--- src/rtl/ita_output_writer_pkg.sv ---
`default_nettype none
// ita_package: shared lane/tile constants, widths and writer FSM states.
package ita_package;
  localparam int N      = 16;
  localparam int M      = 64;
  localparam int ADDR_W = 32;
  localparam int DIM_W  = 16;
  localparam int LOG_N  = $clog2(N);
  localparam int LOG_M  = $clog2(M);
  localparam int BEATS  = M * M / N;
  localparam int CNT_W  = $clog2(BEATS);

  typedef logic [N*8-1:0] oup_beat_t;

  typedef enum logic [1:0] {
    Idle  = 2'd0,
    Run   = 2'd1,
    Drain = 2'd2
  } writer_state_e;

  // ceil(dim / M), evaluated one bit wider so a near-full dimension cannot overflow
  function automatic logic [DIM_W-1:0] tile_count(input logic [DIM_W-1:0] dim);
    logic [DIM_W:0] sum;
    sum = {1'b0, dim} + (DIM_W+1)'(M - 1);
    return DIM_W'(sum >> LOG_M);
  endfunction
endpackage
`default_nettype wire

--- src/rtl/ita_output_writer_if.sv ---
`default_nettype none
// ita_output_writer_if: result-stream handshake plus memory write port.
interface ita_output_writer_if;
  import ita_package::*;

  logic              oup_valid;
  logic              oup_ready;
  oup_beat_t         oup_data;
  logic              mem_req;
  logic              mem_gnt;
  logic [ADDR_W-1:0] mem_addr;
  oup_beat_t         mem_wdata;
  logic [N-1:0]      mem_be;

  // writer side
  modport slave (
    input  oup_valid, oup_data, mem_gnt,
    output oup_ready, mem_req, mem_addr, mem_wdata, mem_be
  );

  // stream source / memory side
  modport master (
    output oup_valid, oup_data, mem_gnt,
    input  oup_ready, mem_req, mem_addr, mem_wdata, mem_be
  );
endinterface
`default_nettype wire

--- src/rtl/ita_output_writer_addr_gen.sv ---
`default_nettype none
// ita_out_addr_gen: walks M x M output tiles (tile_x fastest) and derives
// the row-major byte address, padding flag and lane byte enables per beat.
module ita_out_addr_gen
  import ita_package::*;
(
  input  logic              clk,
  input  logic              rst,
  input  logic              clear,
  input  logic              advance,
  input  logic [DIM_W-1:0]  seq_length,
  input  logic [DIM_W-1:0]  out_cols,
  input  logic [DIM_W-1:0]  row_stride,
  input  logic [DIM_W-1:0]  tiles_x,
  input  logic [DIM_W-1:0]  tiles_y,
  input  logic [ADDR_W-1:0] base_addr,
  output logic              padded,
  output logic              last,
  output logic [N-1:0]      be,
  output logic [ADDR_W-1:0] addr
);
  logic [CNT_W-1:0]  count;
  logic [DIM_W-1:0]  tile_x;
  logic [DIM_W-1:0]  tile_y;
  logic [ADDR_W-1:0] row;
  logic [ADDR_W-1:0] col;
  logic              tile_end;
  logic              x_end;

  assign tile_end = (count == '1);
  assign x_end    = (tile_x == tiles_x - DIM_W'(1));

  always_ff @(posedge clk) begin
    if (rst || clear) begin
      count  <= '0;
      tile_x <= '0;
      tile_y <= '0;
    end else if (advance) begin
      count <= count + CNT_W'(1);
      if (tile_end) begin
        if (x_end) begin
          tile_x <= '0;
          tile_y <= tile_y + DIM_W'(1);
        end else begin
          tile_x <= tile_x + DIM_W'(1);
        end
      end
    end
  end

  // low count bits step down the rows of a tile, high bits pick the N-lane column group
  assign row = ADDR_W'(count[LOG_M-1:0]) + (ADDR_W'(tile_y) << LOG_M);
  assign col = (ADDR_W'(count[CNT_W-1:LOG_M]) << LOG_N) + (ADDR_W'(tile_x) << LOG_M);

  assign padded = (row >= ADDR_W'(seq_length)) || (col >= ADDR_W'(out_cols));
  assign last   = tile_end && x_end && (tile_y == tiles_y - DIM_W'(1));
  assign addr   = base_addr + row * ADDR_W'(row_stride) + col;

  always_comb begin
    be = '0;
    for (int i = 0; i < N; i++) begin
      be[i] = (col + ADDR_W'(i)) < ADDR_W'(out_cols);
    end
  end
endmodule
`default_nettype wire

--- src/rtl/ita_output_writer.sv ---
`default_nettype none
// ita_output_writer: drains result beats into memory at row-major addresses.
// Optional ITA_OUT_WRITER_STATS_EN adds write/drop/stall counters.
module ita_output_writer
  import ita_package::*;
(
  input  logic              clk,
  input  logic              rst,
  input  logic              start,
  input  logic [DIM_W-1:0]  seq_length,
  input  logic [DIM_W-1:0]  out_cols,
  input  logic [ADDR_W-1:0] base_addr,
  input  logic [DIM_W-1:0]  row_stride,
  ita_output_writer_if.slave bus,
  output logic              busy,
  output logic              done,
  output logic [31:0]       stat_wr,
  output logic [31:0]       stat_drop,
  output logic [31:0]       stat_stall
);
  writer_state_e     state;
  logic [DIM_W-1:0]  cfg_seq, cfg_cols, cfg_stride, cfg_tx, cfg_ty;
  logic [ADDR_W-1:0] cfg_base;
  logic              req;
  logic [ADDR_W-1:0] addr_q;
  oup_beat_t         wdata_q;
  logic [N-1:0]      be_q;
  logic              gen_padded, gen_last;
  logic [N-1:0]      gen_be;
  logic [ADDR_W-1:0] gen_addr;
  logic              idle, slot_free, ready, accept;

  assign idle      = (state == Idle);
  assign slot_free = !req || bus.mem_gnt;
  assign ready     = (state == Run) && (slot_free || gen_padded);
  assign accept    = ready && bus.oup_valid;

  assign bus.oup_ready = ready;
  assign bus.mem_req   = req;
  assign bus.mem_addr  = addr_q;
  assign bus.mem_wdata = wdata_q;
  assign bus.mem_be    = be_q;

  ita_out_addr_gen u_addr_gen (
    .clk        (clk),
    .rst        (rst),
    .clear      (idle),
    .advance    (accept),
    .seq_length (cfg_seq),
    .out_cols   (cfg_cols),
    .row_stride (cfg_stride),
    .tiles_x    (cfg_tx),
    .tiles_y    (cfg_ty),
    .base_addr  (cfg_base),
    .padded     (gen_padded),
    .last       (gen_last),
    .be         (gen_be),
    .addr       (gen_addr)
  );

  always_ff @(posedge clk) begin
    if (rst) begin
      state      <= Idle;
      busy       <= 1'b0;
      done       <= 1'b0;
      req        <= 1'b0;
      addr_q     <= '0;
      wdata_q    <= '0;
      be_q       <= '0;
      cfg_seq    <= '0;
      cfg_cols   <= '0;
      cfg_stride <= '0;
      cfg_tx     <= '0;
      cfg_ty     <= '0;
      cfg_base   <= '0;
    end else begin
      done <= 1'b0;
      if (accept && !gen_padded) begin
        req     <= 1'b1;
        addr_q  <= gen_addr;
        wdata_q <= bus.oup_data;
        be_q    <= gen_be;
      end else if (bus.mem_gnt) begin
        req <= 1'b0;
      end

      case (state)
        Idle: begin
          if (start) begin
            cfg_seq    <= seq_length;
            cfg_cols   <= out_cols;
            cfg_stride <= row_stride;
            cfg_base   <= base_addr;
            cfg_tx     <= tile_count(out_cols);
            cfg_ty     <= tile_count(seq_length);
            busy       <= 1'b1;
            state      <= (seq_length == '0 || out_cols == '0) ? Drain : Run;
          end
        end
        Run: begin
          // a dropped final beat with nothing pending can finish without waiting in Drain
          if (accept && gen_last) begin
            if (gen_padded && slot_free) begin
              done  <= 1'b1;
              busy  <= 1'b0;
              state <= Idle;
            end else begin
              state <= Drain;
            end
          end
        end
        Drain: begin
          if (slot_free) begin
            done  <= 1'b1;
            busy  <= 1'b0;
            state <= Idle;
          end
        end
        default: state <= Idle;
      endcase
    end
  end

`ifdef ITA_OUT_WRITER_STATS_EN
  logic [31:0] n_wr, n_drop, n_stall;

  always_ff @(posedge clk) begin
    if (rst || (idle && start)) begin
      n_wr    <= '0;
      n_drop  <= '0;
      n_stall <= '0;
    end else begin
      if (req && bus.mem_gnt && n_wr != '1)      n_wr    <= n_wr + 32'd1;
      if (accept && gen_padded && n_drop != '1)  n_drop  <= n_drop + 32'd1;
      if (req && !bus.mem_gnt && n_stall != '1)  n_stall <= n_stall + 32'd1;
    end
  end

  assign stat_wr    = n_wr;
  assign stat_drop  = n_drop;
  assign stat_stall = n_stall;
`else
  assign stat_wr    = '0;
  assign stat_drop  = '0;
  assign stat_stall = '0;
`endif
endmodule
`default_nettype wire
--- src/flat_wrapper.sv ---
// flat-port wrapper written by rule: the top's interface ports become plain ports
module ita_output_writer_flat import ita_package::*;
  (clk, rst, start, seq_length, out_cols, base_addr, row_stride, busy, done, stat_wr, stat_drop, stat_stall, bus_oup_valid, bus_oup_data, bus_mem_gnt, bus_oup_ready, bus_mem_req, bus_mem_addr, bus_mem_wdata, bus_mem_be);
  ita_output_writer_if bus_i ();
  input  logic clk;
  input  logic rst;
  input  logic start;
  input  logic [DIM_W-1:0] seq_length;
  input  logic [DIM_W-1:0] out_cols;
  input  logic [ADDR_W-1:0] base_addr;
  input  logic [DIM_W-1:0] row_stride;
  output logic busy;
  output logic done;
  output logic [31:0] stat_wr;
  output logic [31:0] stat_drop;
  output logic [31:0] stat_stall;
  input wire logic [$bits(bus_i.oup_valid)-1:0] bus_oup_valid;
  input wire logic [$bits(bus_i.oup_data)-1:0] bus_oup_data;
  input wire logic [$bits(bus_i.mem_gnt)-1:0] bus_mem_gnt;
  output wire logic [$bits(bus_i.oup_ready)-1:0] bus_oup_ready;
  output wire logic [$bits(bus_i.mem_req)-1:0] bus_mem_req;
  output wire logic [$bits(bus_i.mem_addr)-1:0] bus_mem_addr;
  output wire logic [$bits(bus_i.mem_wdata)-1:0] bus_mem_wdata;
  output wire logic [$bits(bus_i.mem_be)-1:0] bus_mem_be;
  assign bus_i.oup_valid = bus_oup_valid;
  assign bus_i.oup_data = bus_oup_data;
  assign bus_i.mem_gnt = bus_mem_gnt;
  assign bus_oup_ready = bus_i.oup_ready;
  assign bus_mem_req = bus_i.mem_req;
  assign bus_mem_addr = bus_i.mem_addr;
  assign bus_mem_wdata = bus_i.mem_wdata;
  assign bus_mem_be = bus_i.mem_be;
  ita_output_writer u_core (.clk(clk), .rst(rst), .start(start), .seq_length(seq_length), .out_cols(out_cols), .base_addr(base_addr), .row_stride(row_stride), .bus(bus_i), .busy(busy), .done(done), .stat_wr(stat_wr), .stat_drop(stat_drop), .stat_stall(stat_stall));
endmodule
--- config.mk ---
export PLATFORM = sky130hd
export DESIGN_NAME = ita_output_writer_flat
export DESIGN_NICKNAME = d
export VERILOG_FILES = /design/src/rtl/ita_output_writer_pkg.sv /design/src/rtl/ita_output_writer_if.sv /design/src/rtl/ita_output_writer_addr_gen.sv /design/src/rtl/ita_output_writer.sv /design/src/flat_wrapper.sv
export SDC_FILE = /design/constraint.sdc
export NUM_CORES = 2
export LEC_CHECK = 0
export ABC_CLOCK_PERIOD_IN_PS = 19300
export BUFFER_PORTS_ARGS = -buffer_cell sky130_fd_sc_hd__buf_2
export CORE_MARGIN = 10
export CORE_UTILIZATION = 55
export CTS_BUF_LIST = sky130_fd_sc_hd__clkbuf_8
export DETAILED_ROUTE_END_ITERATION = 12
export PLACE_DENSITY = 0.75
export SETUP_SLACK_MARGIN = 0.2
export SYNTH_ARGS = -nofsm -noshare
export SYNTH_HDL_FRONTEND = slang
export SYNTH_HIERARCHICAL = 1
export SYNTH_SLANG_ARGS = --single-unit
--- constraint.sdc ---
create_clock -name clk -period 19.3 [get_ports clk]
set_input_delay 2.895 -clock clk [delete_from_list [all_inputs] [get_ports clk]]
set_output_delay 2.895 -clock clk [all_outputs]
set_load 0.05 [all_outputs]
==> metrics.yaml <==
run_status:
  status: "finished, final reports clean"
drt:
  vias: 22711
  routedWlPerCell_um: 17.7
  drtIter0Drc: 1745
  vias_per_cell: 5.21
  ant_nets: 0
  drcViolationCount: 0
  drt-total-wl_mm: 77.2
  firstDrtPassIters: 5
floorplanning:
  row_count: 81
  initial_core_util_pct: 55.3
  die_x_um: 241
  core_um2: 48700
  die_h_um: 241
  io_pins: 489
  dieArea_um2: 58300
yosys:
  yosysUniqueCellTypes: 80
  yosys_warnings: 6
  async_flop_share_pct: 0
  synth_compound_area_share_pct: 10.6
  ys.flop_type: "dfxtp_1"
  netlist_instances: 3332
  syn_area_um2: 27000
  synthSimpleGateAreaFrac_pct: 20.3
  seq_area_frac_synth_pct: 24.0
  synth-seq-cells: 323
  synthAdderAreaFrac_pct: 28.9
  synth_mux_area_share_pct: 0.524
  synth_xor_area_share_pct: 3.25
  syn_avg_cell_area_um2: 8.09
  synth_top_family_by_area: "adder cells"
  synth_edf_count: 0
timing:
  maxSlewHeadroom_pct: 24.0
  rsz0062_at_grt: "false"
  worstMarginPinSlew_ns: 1.14
  report.final.hold_viol_count: 0
  drv_slew: 0
  period_needed_ns: 6.97
  clock.fmax_mhz: 143
  setup_violations: 0
  period_share_pct: 36.1
  skew_ns: 0.0279
  setup_tns_ns: 0
finish:
  final_area_um2: 30200
  largest_reg_flops: 128
  multiInputGateArea_um2: 17600
  drive_above_1_share_pct: 14.3
  area_delta_synth_final_pct: 12.0
  final_util_pct: 62.0
  regArea_um2: 6470
  nNetsFinal: 4295
  n_fill_cell: 4391
  final_cells: 4359
place:
  placed_area_um2: 28900
  dp_cells: 4253
  gp_congestion: 0.921
  io_buffer_count: 392
  dp_hpwl_mm: 59.4
min_path:
  hold_class: "flip-flop to flip-flop"
clocking:
  numCtsBuffers: 56
  cts_resized: 0
  postCtsSetupRepairBufs: 0
  clock_sinks: 323
  clk_pin_slew_ns: 0.06
  holdBufCountCts: 0
  clk_latency_ns: 0.66
  cts_tree: "done"
  cts_htree_levels: 2
  cts_root_buf: "clkbuf_8"
  clk_path_buf_depth: 3
global_route:
  overflow: 0
  grt_pass1_wl_mm: 119
  antenna_found_initial: 3
  grtUsageTotal_pct: 25.6
  grt_max_degree: 106
  grt_pass1_vias: 22058
power:
  vdd_ir_drop_max_mv: 0.105
  power_density_nw_per_um2: 65.8
  totalPowerFinal_mw: 1.99
  p_leak_nw: 14.2
setup_path:
  cp_max_fo: 23
  cp.arrival_ns: 7.46
  worstSetupEndpointType: "flip-flop"
  critPathKind: "flip-flop to flip-flop"
  startpoint_type: "flip-flop"
  cp_data_required_time_ns: 19.79
job:
  cap_violations: 0
==> worst paths after layout <==
check | start | to | slack [ns] | depth (start not counted)
worst max-delay path | u_core/u_addr_gen/tile_y[3] | u_core/bus.mem_addr[24] | 12.33 | 21
worst min-delay path | u_core/bus.mem_wdata[115] | u_core/bus.mem_wdata[115] | 0.45 | 2
worst max register to register | u_core/u_addr_gen/tile_y[3] | u_core/bus.mem_addr[24] | 12.33 | 21
worst min register to register | u_core/bus.mem_wdata[115] | u_core/bus.mem_wdata[115] | 0.45 | 2
==> logic make-up after synthesis <==
group | Yosys count
compound gates | 492
xor+xnor | 100
fa+ha+maj | 435
buf+inv | 776
flops | 323
mux | 14
other cells | 1
simple gates | 1191
==> worst max-delay path, stage by stage, from the launching register on <==
cell	delay, ns
dfxtp_1	0.99
nand2_1	0.17
fa_1	0.57
fa_1	0.43
fa_1	0.48
fa_1	0.49
inv_1	0.05
fa_1	0.53
inv_1	0.05
fa_1	0.52
inv_1	0.04
ha_1	0.31
o21ai_0	0.10
a22oi_1	0.16
o21ai_1	0.17
o31ai_1	0.68
a41oi_1	0.23
a211oi_1	0.42
or4_1	0.17
nand4_1	0.08
nand2_1	0.07
a21oi_1	0.07
==> Yosys cell counts, types with 26 or more instances <==
cell | count | area [µm²]
a21oi_1 | 315 | 1580
and2_1 | 154 | 963
buf_2 | 46 | 230
buf_4 | 97 | 728
clkbuf_1 | 128 | 480
dfxtp_1 | 323 | 6470
fa_1 | 314 | 6290
ha_1 | 121 | 1510
inv_1 | 497 | 1870
nand2_1 | 763 | 2860
nand3_1 | 38 | 190
nand4_1 | 31 | 194
nor2_1 | 72 | 270
nor3_1 | 26 | 130
o21ai_0 | 48 | 240
xnor2_1 | 74 | 648
xor2_1 | 26 | 228
==> placed cells by master, fill, tap and decap left out, drive strengths merged, types with 72 or more instances in the layout <==
cell type	instances
nand2	763
inv	514
buf	406
dfxtp	323
a21oi	316
fa	314
and2	155
conb	129
ha	121
xnor2	74
nor2	72
==> cell type report <==
| cell class | instances | area share [%] |
|---|---|---|
| antenna | 3 | 0.0249 |
| tap | 664 | 2.75 |
| clock buffer | 67 | 3.05 |
| inverter | 498 | 6.19 |
| sequential | 323 | 21.4 |
| timing repair buffer | 407 | 6.90 |
| multi-input combinational | 2361 | 58.4 |
| clock inverter | 36 | 1.28 |
==> routing by layer <==
metal	GRT usage [%]	routed length, µm	vias to the layer above
met4	6.31	1510	2
met3	5.73	6680	99
met2	39.8	36000	842
met5	0	15	-
met1	35.6	33000	10931
li1	-	-	10837
==> power by group <==
group	internal, mW	total [mW]	switching [mW]
logic	0.139	0.490	0.351
registers	0.713	0.769	0.0563
clock network	0.425	0.727	0.302
total	1.28	1.99	0.709
==> through the flow <==
stage | hold WS, ns | setup slack (ns)
floorplan | 0.436 | 12.64
global placement | 0.439 | 12.52
detailed placement | 0.443 | 12.40
CTS | 0.451 | 12.39
global route | 0.465 | 11.92
finish | 0.449 | 12.33
(Power assumes the default switching activity.)
